## config.mk

```make
export PLATFORM = sky130hd
export DESIGN_NAME = bar_height_ctrl
export DESIGN_NICKNAME = d
export VERILOG_FILES = /design/src/rtl/bar_pkg.sv /design/src/rtl/bar_height_ctrl_dynamics.sv /design/src/rtl/bar_height_ctrl.sv
export SDC_FILE = /design/constraint.sdc
export NUM_CORES = 1
export LEC_CHECK = 0
export BUFFER_PORTS_ARGS = -buffer_cell sky130_fd_sc_hd__buf_2
export CAP_MARGIN = 15
export CORE_MARGIN = 10
export CORE_UTILIZATION = 55
export CTS_CLUSTER_DIAMETER = 50
export DETAILED_ROUTE_END_ITERATION = 6
export MAX_ROUTING_LAYER = met4
export PLACE_DENSITY = 0.76
export SYNTH_ARGS = -nofsm -noshare
export SYNTH_HDL_FRONTEND = slang
export SYNTH_SLANG_ARGS = --single-unit
```

## constraint.sdc

```tcl
create_clock -name clk -period 45 [get_ports clk]
set_input_delay 11.25 -clock clk [delete_from_list [all_inputs] [get_ports clk]]
set_output_delay 11.25 -clock clk [all_outputs]
set_load 0.03 [all_outputs]
```

## src/rtl/bar_pkg.sv

```systemverilog
`default_nettype none
// +--------------------------------------------------------------------+
// | bar_pkg: shared types and constants for the bar-height controller  |
// | Rev 1.0                                                            |
// +--------------------------------------------------------------------+
package bar_pkg;
  localparam int NUM_BARS = 16;
  localparam int HEIGHT_W = 9;
  localparam int MAX_H    = 480;
  localparam int MAG_W    = 16;
  localparam int IDX_W    = $clog2(NUM_BARS);

  typedef logic [HEIGHT_W-1:0] height_t;
  typedef logic [IDX_W-1:0]    bar_idx_t;

  typedef enum logic [0:0] {
    IDLE   = 1'b0,
    UPDATE = 1'b1
  } state_t;

  // The shifted magnitude keeps full width so values above 511 still clip to MAX_H.
  function automatic height_t scale_mag(input logic [MAG_W-1:0] mag, input int shift);
    logic [MAG_W-1:0] shifted;
    shifted = mag >> shift;
    if (shifted > MAG_W'(MAX_H)) return height_t'(MAX_H);
    return height_t'(shifted);
  endfunction
endpackage
`default_nettype wire

```

## src/rtl/bar_height_ctrl_dynamics.sv

```systemverilog
`default_nettype none
// +--------------------------------------------------------------------+
// | bar_dynamics: combinational attack/decay and peak-hold step        |
// | Rev 1.0                                                            |
// +--------------------------------------------------------------------+
module bar_dynamics
  import bar_pkg::*;
#(
  parameter int DECAY       = 8,
  parameter int HOLD_FRAMES = 30,
  parameter int PEAK_DECAY  = 2,
  parameter int HOLD_W      = $clog2(HOLD_FRAMES + 1)
) (
  input  logic [HEIGHT_W-1:0] i_cur,
  input  logic [HEIGHT_W-1:0] i_target,
  input  logic [HEIGHT_W-1:0] i_peak,
  input  logic [HOLD_W-1:0]   i_hold,
  output logic [HEIGHT_W-1:0] o_height,
  output logic [HEIGHT_W-1:0] o_peak,
  output logic [HOLD_W-1:0]   o_hold
);
  localparam logic [HEIGHT_W-1:0] C_DECAY      = HEIGHT_W'(DECAY);
  localparam logic [HEIGHT_W-1:0] C_PEAK_DECAY = HEIGHT_W'(PEAK_DECAY);
  localparam logic [HOLD_W-1:0]   C_HOLD_INIT  = HOLD_W'(HOLD_FRAMES);
  localparam logic [HOLD_W-1:0]   C_HOLD_ONE   = HOLD_W'(1);

  logic [HEIGHT_W-1:0] w_new_height;

  always_comb begin
    w_new_height = i_target;
    if (i_target < i_cur && (i_cur - i_target) > C_DECAY)
      w_new_height = i_cur - C_DECAY;

    o_height = w_new_height;
    o_peak   = i_peak;
    o_hold   = i_hold;
    if (w_new_height >= i_peak) begin
      o_peak = w_new_height;
      o_hold = C_HOLD_INIT;
    end else if (i_hold != '0) begin
      o_hold = i_hold - C_HOLD_ONE;
    end else if ((i_peak - w_new_height) > C_PEAK_DECAY) begin
      o_peak = i_peak - C_PEAK_DECAY;
    end else begin
      o_peak = w_new_height;
    end
  end
endmodule
`default_nettype wire

```

## src/rtl/bar_height_ctrl.sv

```systemverilog
`default_nettype none
// +--------------------------------------------------------------------+
// | bar_height_ctrl: frame-synchronous bar height / peak controller    |
// | Rev 1.0                                                            |
// +--------------------------------------------------------------------+
module bar_height_ctrl
  import bar_pkg::*;
#(
  parameter int SHIFT       = 6,
  parameter int DECAY       = 8,
  parameter int HOLD_FRAMES = 30,
  parameter int PEAK_DECAY  = 2
) (
  input  logic                         clk,
  input  logic                         reset,
  input  logic                         i_mag_valid,
  output logic                         o_mag_ready,
  input  logic [IDX_W-1:0]             i_mag_bin,
  input  logic [MAG_W-1:0]             i_mag_value,
  input  logic                         i_frame_start,
  output logic [NUM_BARS*HEIGHT_W-1:0] o_height,
  output logic [NUM_BARS*HEIGHT_W-1:0] o_peak,
  output logic                         o_busy,
  output logic                         o_overrun
);
  localparam int HOLD_W = $clog2(HOLD_FRAMES + 1);
  localparam bar_idx_t C_LAST_IDX = bar_idx_t'(NUM_BARS - 1);
  localparam bar_idx_t C_IDX_ONE  = bar_idx_t'(1);

  state_t             r_state;
  bar_idx_t           r_idx;
  logic               r_ready;
  logic               r_busy;
  logic               r_overrun;
  height_t            r_height [NUM_BARS];
  height_t            r_peak   [NUM_BARS];
  height_t            r_shadow [NUM_BARS];
  logic [HOLD_W-1:0]  r_hold   [NUM_BARS];

  logic               w_accept;
  height_t            w_target;
  height_t            w_new_height;
  height_t            w_new_peak;
  logic [HOLD_W-1:0]  w_new_hold;

  assign w_accept = i_mag_valid && r_ready;
  assign w_target = scale_mag(i_mag_value, SHIFT);

  // Single shared datapath walks the bars one per cycle.
  bar_dynamics #(
    .DECAY       (DECAY),
    .HOLD_FRAMES (HOLD_FRAMES),
    .PEAK_DECAY  (PEAK_DECAY),
    .HOLD_W      (HOLD_W)
  ) u_dyn (
    .i_cur    (r_height[r_idx]),
    .i_target (r_shadow[r_idx]),
    .i_peak   (r_peak[r_idx]),
    .i_hold   (r_hold[r_idx]),
    .o_height (w_new_height),
    .o_peak   (w_new_peak),
    .o_hold   (w_new_hold)
  );

  always_ff @(posedge clk or posedge reset) begin
    if (reset) begin
      r_state   <= IDLE;
      r_idx     <= '0;
      r_ready   <= 1'b1;
      r_busy    <= 1'b0;
      r_overrun <= 1'b0;
      for (int i = 0; i < NUM_BARS; i++) begin
        r_height[i] <= '0;
        r_peak[i]   <= '0;
        r_shadow[i] <= '0;
        r_hold[i]   <= '0;
      end
    end else begin
      if (w_accept)
        r_shadow[i_mag_bin] <= w_target;
      case (r_state)
        IDLE: begin
          if (i_frame_start) begin
            r_state <= UPDATE;
            r_idx   <= '0;
            r_ready <= 1'b0;
            r_busy  <= 1'b1;
          end
        end
        UPDATE: begin
          if (i_frame_start)
            r_overrun <= 1'b1;
          r_height[r_idx] <= w_new_height;
          r_peak[r_idx]   <= w_new_peak;
          r_hold[r_idx]   <= w_new_hold;
          r_shadow[r_idx] <= '0;
          r_idx           <= r_idx + C_IDX_ONE;
          if (r_idx == C_LAST_IDX) begin
            r_state <= IDLE;
            r_ready <= 1'b1;
            r_busy  <= 1'b0;
          end
        end
        default: r_state <= IDLE;
      endcase
    end
  end

  for (genvar g = 0; g < NUM_BARS; g++) begin : g_out
    assign o_height[g*HEIGHT_W +: HEIGHT_W] = r_height[g];
    assign o_peak[g*HEIGHT_W +: HEIGHT_W]   = r_peak[g];
  end

  assign o_mag_ready = r_ready;
  assign o_busy      = r_busy;
  assign o_overrun   = r_overrun;
endmodule
`default_nettype wire

```

# Word level (Yosys, flattened, before mapping)
# Index checks and enable logic that the tools add are counted.
[classes]
addsub = 6
order_cmp = 9
eq_ne = 3
mux = 44
bitwise = 5
n_reduce_logical = 7
[ops]
columns = ["cell", "count"]
rows = [
  ["$bwmux 144", 3],
  ["$mux 144", 2],
  ["$and 144x144->144", 1],
  ["$not 144->144", 1],
  ["$mux 9", 14],
  ["$bmux 9 s4", 3],
  ["$bwmux 80", 1],
  ["$demux 9 s4", 2],
  ["$mux 5", 5],
  ["$bmux 5 s4", 1],
  ["$demux 5 s4", 1],
  ["$sub 9x9->9", 2],
  ["$ge 5x5->1 const B", 2],
  ["$gt 10x9->1 const B", 1],
  ["$lt 5x1->1 const B", 2],
  ["$not 4->5", 2],
  ["$ge 9x9->1", 1],
  ["$gt 9x2->1 const B", 1],
  ["$gt 9x4->1 const B", 1],
  ["$lt 9x9->1", 1],
  ["$sub 9x2->9 const B", 1],
  ["$sub 9x4->9 const B", 1],
  ["$pmux 4 s2", 1],
  ["$mux 1", 7],
  ["11 further kinds", 17],
]
[word_totals]
reg_bits = 520

# Logic depth before layout (Yosys ltp)
# Gate-level depths: netlist (run 1).
[depth]
word_depth = 14
ltp_mapped = 34

# Cells and area by module
# Synthesis (run 1) repeated with hierarchy kept, for this count alone.
[unflattened]
hier_cells = 1965
hier_area_um2 = 25642.1
[modules_own_cells]
columns = ["module", "n_inst", "cells_each", "area_each_um2"]
rows = [
  ["bar_height_ctrl", 1, 1773, 24225.7],
  ["bar_dynamics", 1, 192, 1416.4],
]

# Worst setup path before layout (run 1)
# Ideal clock, no wire load.
[synth_path]
path_kind = "input -> register"
start = "input port i_mag_bin[0]"
end = "register r_shadow[131] in the netlist's numbering"
setup_time_ps = 94
t_arrival_ps = 12436
slack_ps = 32470
path_stages = 5
path_buffers = 0
path_cell_list = "inv_1 -> or3_1 -> nor3_1 -> nor2_1 -> a211oi_1"
[synth_via]
elab_chain_cells = 9
[synth_rtl]
columns = ["element", "line", "rtl"]
rows = [
  ["from (decl)", "bar_height_ctrl.sv:18", "input logic [IDX_W-1:0] i_mag_bin,"],
  ["$not 4->5 (not written as such) *", "bar_height_ctrl.sv:80", "r_shadow[i_mag_bin] <= w_target;"],
  ["$ge 5x5->1 (not written as such) / $lt 5x1->1 (equally long branches)", "bar_height_ctrl.sv:80", ""],
  ["$logic_and 1x1->1 (not written as such)", "bar_height_ctrl.sv:80", ""],
  ["$mux 9 (not written as such)", "bar_height_ctrl.sv:80", ""],
  ["$demux 9 s4 *", "bar_height_ctrl.sv:80", ""],
  ["$bwmux 144 *", "bar_height_ctrl.sv:80", ""],
  ["$mux 144 *", "bar_height_ctrl.sv:79", "if (w_accept)"],
  ["$and 144x144->144 (no source line)", "-", ""],
  ["$mux 144 *", "bar_height_ctrl.sv:81", "case (r_state)"],
  ["to (signal, indexed assignment)", "bar_height_ctrl.sv:80", ""],
  ["to (decl)", "bar_height_ctrl.sv:37", "height_t r_shadow [NUM_BARS];"],
]
# Mark *: on every way between the ends. The rest lies on a longest branch, timed or not.
# A chain may end at the register's enable or synchronous reset.

==> reports/results.md, run 1 <==
## Routing
- via/cell ratio: 6.46
- final wirelength: 83,500 um
- DR vias: 21,211
- count of antenna-violating nets left after detailed routing: 0
- WL per Instance: 25.4 um
- first-pass iteration count of the detailed router: 6
- DR DRC count: 0
- Starting DRT DRC Count: 2,420

## Placement
- number of input and output port buffers inserted: 308
- placer congestion estimate: 0.924
- estimated wirelength of the detail-placed design: 55,900 um

## Floorplanning
- effective utilization at floorplan: 0.558
- area of the core: 0.0455 mm^2
- number of cell rows: 78
- Die Height: 235 um
- Die Wd: 235 um
- die area: 0.0551 mm^2
- top-level port count: 315

## Job
- # Max-Cap Violations: 0

## STA
- Post-Route Skew: 0.0308 ns
- transition at the pin with the smallest max-transition slack: 1.15 ns
- Fin. Hold Viols: 0
- highest attainable clock frequency: 77.0 MHz
- final period demand of the worst path: 12.98 ns
- TNS Setup: 0 ns
- share of the clock period used by the worst path: 0.288
- number of pins with negative max-slew slack in the final report: 0
- worst slew margin relative to its limit: 0.227
- setup repair after global routing missed its margin: false
- Setup Viol. Count Final: 0

## Hold path
- worst hold path endpoint: r_hold[40]$_DFFE_PP0P_
- hold path startpoint: r_hold[40]$_DFFE_PP0P_
- type of the tightest min-delay check: register to register
- Hold Path Stages: 2

## Setup path
- critical path endpoint category: asynchronous set/reset pin
- worst reg-to-reg setup slack: 34.88 ns
- startpoint-to-endpoint class of the critical path: input port to asynchronous set/reset pin
- startpoint class of the critical path: input port
- biggest fanout along the worst timing path: 177
- Critical R2R Launch: r_idx[0]$_DFFE_PP0P_
- worst endpoint data arrival time: 13.56 ns
- Worst Reg-to-Reg Cells: 25
- Worst R2R End: o_peak[127]$_DFFE_PP0P_
- WP data required: 45.58 ns

## CTS
- number of clock sinks: 520
- CTS clk-pin slew, worst paths: 0.06 ns
- CTS H-tree lvls: 2
- clock buffers created by TritonCTS: 55
- Post-CTS Setup Inserts: 0
- number of resized instances in the post-cts repair step: 0
- CTS tree: built
- clock tree buffer depth: 3
- clock insertion delay at the later pin of the skew report: 0.63 ns
- total of hold buffers inserted after clock tree synthesis: 0
- master cell of the clock root buffer: sky130_fd_sc_hd__clkbuf_16

## Synthesis
- synthesis-stage register bit count: 520
- number of cells produced by synthesis: 2,414
- cell taking the most area after synthesis: sky130_fd_sc_hd__dfrtp_1
- fraction of synthesized cell area taken by the top area cell type: 0.512
- area of the mapped netlist: 0.0254 mm^2
- sequential element share of the synthesized area: 0.513
- number of warnings issued by yosys: 0
- share of synthesized registers carrying an async set or reset: 1.00
- synthesized area per cell: 10.5 um^2
- most area-consuming cells after synthesis: sky130_fd_sc_hd__dfrtp_1 51%, sky130_fd_sc_hd__mux4_2 10%, sky130_fd_sc_hd__nand2_1 6.2%
- count of unique library cells instantiated by Yosys: 72
- most used flip-flop cell after synthesis: sky130_fd_sc_hd__dfrtp_1
- net count after synthesis: 2,465
- number of enable-type register cells in the synthesized netlist: 0

## Global route
- overall fraction of global-route tracks in use: 0.304
- number of antenna violations at the first check in global routing: 1
- maximum number of pins on one net before global-route repair: 178
- global-route wire length before repair: 128,000 um
- GRT overflow: 0
- via count of the first global-routing pass: 21,044

## Final layout
- post-synthesis to final-layout area growth: 14.8%
- count of nets after finishing: 2,689
- fraction of layout instances using a drive strength above 1: 0.241

## Status
- status: complete, no violations

[layout make-up]
cell class | instances | area, um^2
Clock buffer | 75 | 1590
Inverter | 25 | 101
Timing Repair Buffer | 357 | 1940
Antenna cell | 1 | 2.50
Clock inverter | 27 | 382
Tap cell | 600 | 751
Sequential cell | 520 | 13000
Multi-Input combinational cell | 1679 | 11300
Fill cell | 3532 | 16400
[how the worst max path moves through the flow]
stage,startpoint,to,slack (ns),cells after the start
4_1_cts,reset,r_shadow[23]$_DFF_PP0_,31.77,4
5_1_grt,reset,r_shadow[25]$_DFF_PP0_,31.52,4
6_report,reset,r_shadow[5]$_DFF_PP0_,32.02,4
3_3_place_gp,reset,r_shadow[14]$_DFF_PP0_,31.21,4
2_1_floorplan,reset,o_busy$_DFFE_PP0P_,19.23,1
3_5_place_dp,reset,r_shadow[5]$_DFF_PP0_,31.12,4
[routing by layer]
layer  up-vias  GRT usage  part of all wire  wire, um
met1     10623      0.366              0.37     30700
met3       244     0.0550             0.092      7660
met5         -          -                 0         0
met2      1271      0.491              0.49     41000
met4         0      0.143             0.049      4100
li1       9073          -                 -         -
[state kept, by name, indices dropped and copies added, names as in the netlist]
name	cells
r_idx	4
r_shadow	144
r_state	1
o_busy	1
o_height	144
r_hold	80
o_overrun	1
o_peak	144
o_mag_ready	1
[cells in the mapped netlist, types with 9 or more instances]
| cell | count |
|---|---|
| sky130_fd_sc_hd__clkbuf_1 | 105 |
| sky130_fd_sc_hd__o21ai_2 | 13 |
| sky130_fd_sc_hd__buf_6 | 12 |
| sky130_fd_sc_hd__mux2_2 | 10 |
| sky130_fd_sc_hd__o21ai_1 | 52 |
| sky130_fd_sc_hd__a22oi_1 | 20 |
| sky130_fd_sc_hd__o211ai_1 | 29 |
| sky130_fd_sc_hd__nand3_1 | 27 |
| sky130_fd_sc_hd__mux4_1 | 21 |
| sky130_fd_sc_hd__o21ai_0 | 279 |
| sky130_fd_sc_hd__o31ai_1 | 34 |
| sky130_fd_sc_hd__mux2i_1 | 10 |
| sky130_fd_sc_hd__mux4_2 | 117 |
| sky130_fd_sc_hd__inv_1 | 24 |
| sky130_fd_sc_hd__and3_1 | 16 |
| sky130_fd_sc_hd__nand2_1 | 422 |
| sky130_fd_sc_hd__a21oi_1 | 112 |
| sky130_fd_sc_hd__nor2_1 | 278 |
| sky130_fd_sc_hd__nor3_1 | 19 |
| sky130_fd_sc_hd__dfrtp_1 | 519 |
| sky130_fd_sc_hd__buf_2 | 41 |
| sky130_fd_sc_hd__buf_4 | 17 |
| sky130_fd_sc_hd__nand2b_1 | 21 |
| sky130_fd_sc_hd__xor2_1 | 9 |
| sky130_fd_sc_hd__ha_1 | 25 |
| sky130_fd_sc_hd__a211oi_1 | 54 |
| sky130_fd_sc_hd__a31oi_1 | 19 |
[per-stage QoR]
| step | area, um^2 | setup slack, ns | std cells | utilization | hold WS (ns) |
|---|---|---|---|---|---|
| floorplan | 25400 | 19.23 | 2414 | - | 0.442 |
| global placement | 27100 | 31.21 | 3174 | 0.595 | 0.453 |
| detailed placement | 27100 | 31.12 | 3175 | 0.595 | 0.464 |
| CTS | 29100 | 31.77 | 3277 | 0.639 | 0.477 |
| global route | 29100 | 31.52 | 3284 | 0.640 | 0.491 |
| finish | 29100 | 32.02 | 3284 | 0.640 | 0.475 |
[cell usage in the layout (no fill, tap or decap), types with 14 or more instances in the layout]
cell type,netlist,final
sky130_fd_sc_hd__dfrtp_1,519,515
sky130_fd_sc_hd__nand2_1,422,422
sky130_fd_sc_hd__buf_2,41,308
sky130_fd_sc_hd__o21ai_0,279,279
sky130_fd_sc_hd__nor2_1,278,277
sky130_fd_sc_hd__mux4_2,117,117
sky130_fd_sc_hd__a21oi_1,112,111
sky130_fd_sc_hd__clkbuf_16,0,55
sky130_fd_sc_hd__a211oi_1,54,54
sky130_fd_sc_hd__o21ai_1,52,51
sky130_fd_sc_hd__buf_4,17,46
sky130_fd_sc_hd__o31ai_1,34,34
sky130_fd_sc_hd__o211ai_1,29,29
sky130_fd_sc_hd__ha_1,25,25
sky130_fd_sc_hd__inv_1,24,23
sky130_fd_sc_hd__mux4_1,21,21
sky130_fd_sc_hd__nand2b_1,21,21
sky130_fd_sc_hd__a22oi_1,20,20
sky130_fd_sc_hd__nor3_1,19,19
sky130_fd_sc_hd__a31oi_1,19,19
sky130_fd_sc_hd__and3_1,16,16
sky130_fd_sc_hd__nand3_2,1,16
sky130_fd_sc_hd__clkbuf_8,1,14
[logic make-up (layout without fill, tap and decap cells)]
group / after synthesis / after routing / synth area share
adder cells (fa/ha/maj): 27 / 27 / 0.0139
XOR/XNOR: 16 / 16 / 0.00582
multiplexers: 158 / 158 / 0.134
other: 0 / 1 / 0
buffers and inverters: 215 / 484 / 0.0443
flip-flops: 520 / 520 / 0.513
AO/OA/AOI/OAI: 664 / 664 / 0.158
AND/OR/NAND/NOR: 814 / 814 / 0.130
[critical path: stages]
cell and delay (ns):
sky130_fd_sc_hd__buf_2 0.13, sky130_fd_sc_hd__inv_8 0.51, sky130_fd_sc_hd__buf_12 0.62, sky130_fd_sc_hd__buf_4 0.92
Power of run 1 is left out: the tool's default activity adds up to more than one toggle a clock period on the data nets, which glitch-free logic cannot reach.
==> run 2: changes to the inputs <==
- CORE_UTILIZATION: 55 -> 53
- PLACE_DENSITY: 0.76 -> 0.77
- clock period: 45 -> 10.8 ns (I/O delays scaled with it)
==> reports/results.md, run 2 (synthesis results as in run 1) <==
## STA
- worst slew margin relative to its limit: 0.156
- Setup Viol. Count Final: 0
- transition at the pin with the smallest max-transition slack: 1.26 ns
- setup repair after global routing missed its margin: false
- Fin. Hold Viols: 0
- Post-Route Skew: 0.0393 ns
- TNS Setup: 0 ns
- number of pins with negative max-slew slack in the final report: 0
- final period demand of the worst path: 9.49 ns
- highest attainable clock frequency: 105 MHz
- share of the clock period used by the worst path: 0.879

## Routing
- final wirelength: 83,500 um
- WL per Instance: 25.3 um
- count of antenna-violating nets left after detailed routing: 0
- via/cell ratio: 6.38
- first-pass iteration count of the detailed router: 7
- DR vias: 21,081
- DR DRC count: 0
- Starting DRT DRC Count: 2,475

## Final layout
- most frequent cells in the layout: 515 x sky130_fd_sc_hd__dfrtp_1, 422 x sky130_fd_sc_hd__nand2_1, 309 x sky130_fd_sc_hd__buf_2
- count of nets after finishing: 2,695
- fraction of layout instances using a drive strength above 1: 0.241
- number of filler instances in the final layout: 3,760
- area taken by multi-input logic gates: 0.0113 mm^2
- final std cell area, no fill: 0.0291 mm^2
- register area: 0.0130 mm^2
- non-filler instance count after layout: 3,302
- final core area utilization: 0.613
- most frequent standard cell in the layout excluding fill and tap cells: sky130_fd_sc_hd__dfrtp_1
- count of antenna diodes in the layout: 0
- post-synthesis to final-layout area growth: 14.9%

## CTS
- number of resized instances in the post-cts repair step: 0
- number of clock sinks: 520
- Post-CTS Setup Inserts: 0
- total of hold buffers inserted after clock tree synthesis: 0
- clock insertion delay at the later pin of the skew report: 0.63 ns
- clock tree buffer depth: 3
- CTS clk-pin slew, worst paths: 0.07 ns
- CTS H-tree lvls: 2
- CTS tree: built
- clock buffers created by TritonCTS: 54
- master cell of the clock root buffer: sky130_fd_sc_hd__clkbuf_16

## Floorplanning
- number of cell rows: 80
- top-level port count: 315
- area of the core: 0.0475 mm^2
- Die Wd: 239 um
- die area: 0.0570 mm^2
- Die Height: 239 um
- effective utilization at floorplan: 0.533

## Global route
- number of antenna violations at the first check in global routing: 0
- overall fraction of global-route tracks in use: 0.296
- global-route wire length before repair: 126,000 um
- maximum number of pins on one net before global-route repair: 191
- GRT overflow: 0
- via count of the first global-routing pass: 20,502

## Placement
- placer congestion estimate: 0.914
- placed cells: 3,197
- number of input and output port buffers inserted: 308
- estimated wirelength of the detail-placed design: 56,500 um
- Area after DPL: 0.0272 mm^2

## Setup path
- startpoint-to-endpoint class of the critical path: register to register
- worst endpoint data arrival time: 10.01 ns
- worst reg-to-reg setup slack: 1.31 ns
- source of the critical timing path: r_idx[0]$_DFFE_PP0P_
- WP data required: 11.32 ns
- biggest fanout along the worst timing path: 49
- Critical R2R Launch: r_idx[0]$_DFFE_PP0P_
- startpoint class of the critical path: register
- critical path endpoint category: register

## Job
- # Max-Cap Violations: 0

## Hold path
- type of the tightest min-delay check: register to register
- hold path startpoint: o_overrun$_DFFE_PP0P_

## Status
- status: complete, no violations

==> run 2: cell count changes in the layout (fill, tap and decap cells not counted), sizes merged <==
cell,delta
diode,-1
clkbuf,+4
clkinv,-6
buf,+6
bufinv,-1
inv,+1
==> run 2: area by class of cell <==
type / instances / area share
timing repair buffer: 364 / 0.0687
multi-input combinational: 1679 / 0.389
sequential: 520 / 0.447
inverter: 25 / 0.00335
clock buffer: 78 / 0.0557
clock inverter: 21 / 0.0103
tap: 615 / 0.0264
==> run 2: worst paths after layout <==
check                                           end  cells past startpoint
min reg2reg                   o_overrun$_DFFE_PP0P_                      1
max                          o_peak[68]$_DFFE_PP0P_                     25
min                           o_overrun$_DFFE_PP0P_                      1
max in group asynchronous     o_peak[4]$_DFFE_PP0P_                      4
min in group asynchronous  o_height[82]$_DFFE_PP0P_                      2
max reg2reg                  o_peak[68]$_DFFE_PP0P_                     25
==> run 2: per-layer routing <==
| layer | wire length, um | global-route usage | up-vias |
|---|---|---|---|
| li1 | - | - | 9088 |
| met1 | 30400 | 0.356 | 10507 |
| met2 | 40600 | 0.470 | 1220 |
| met3 | 8050 | 0.0604 | 266 |
| met4 | 4440 | 0.150 | 0 |
| met5 | 0 | - | - |
==> run 2: metrics by stage <==
step	setup slack (ns)	hold WS [ns]
finish	1.31	0.453
global route	0.869	0.502
CTS	1.38	0.460
detailed placement	1.45	0.447
global placement	1.59	0.442
floorplan	1.04	0.442
==> run 2: worst max-delay path, cell delays in order, from the launching register on <==
cell and delay, ns:
sky130_fd_sc_hd__dfrtp_4 1.01, sky130_fd_sc_hd__buf_4 0.52, sky130_fd_sc_hd__mux4_2 0.57, sky130_fd_sc_hd__mux2_2 0.28, sky130_fd_sc_hd__o21ai_0 0.59, sky130_fd_sc_hd__ha_1 0.42
sky130_fd_sc_hd__a211oi_1 0.27, sky130_fd_sc_hd__nor2_1 0.07, sky130_fd_sc_hd__nor3_1 0.17, sky130_fd_sc_hd__xor2_1 0.19, sky130_fd_sc_hd__nand4_1 0.42, sky130_fd_sc_hd__a21boi_0 0.48
sky130_fd_sc_hd__nor2_1 0.33, sky130_fd_sc_hd__inv_1 0.14, sky130_fd_sc_hd__ha_1 0.17, sky130_fd_sc_hd__inv_1 0.06, sky130_fd_sc_hd__fa_1 0.42, sky130_fd_sc_hd__a21o_1 0.19
sky130_fd_sc_hd__a2111oi_0 0.41, sky130_fd_sc_hd__a31oi_1 0.07, sky130_fd_sc_hd__a2111oi_0 0.47, sky130_fd_sc_hd__o2111ai_1 0.50, sky130_fd_sc_hd__o21ai_4 0.29, sky130_fd_sc_hd__buf_4 0.46
sky130_fd_sc_hd__a31oi_2 0.50, sky130_fd_sc_hd__o21ai_0 0.34
Power of run 2 is left out for the same reason.
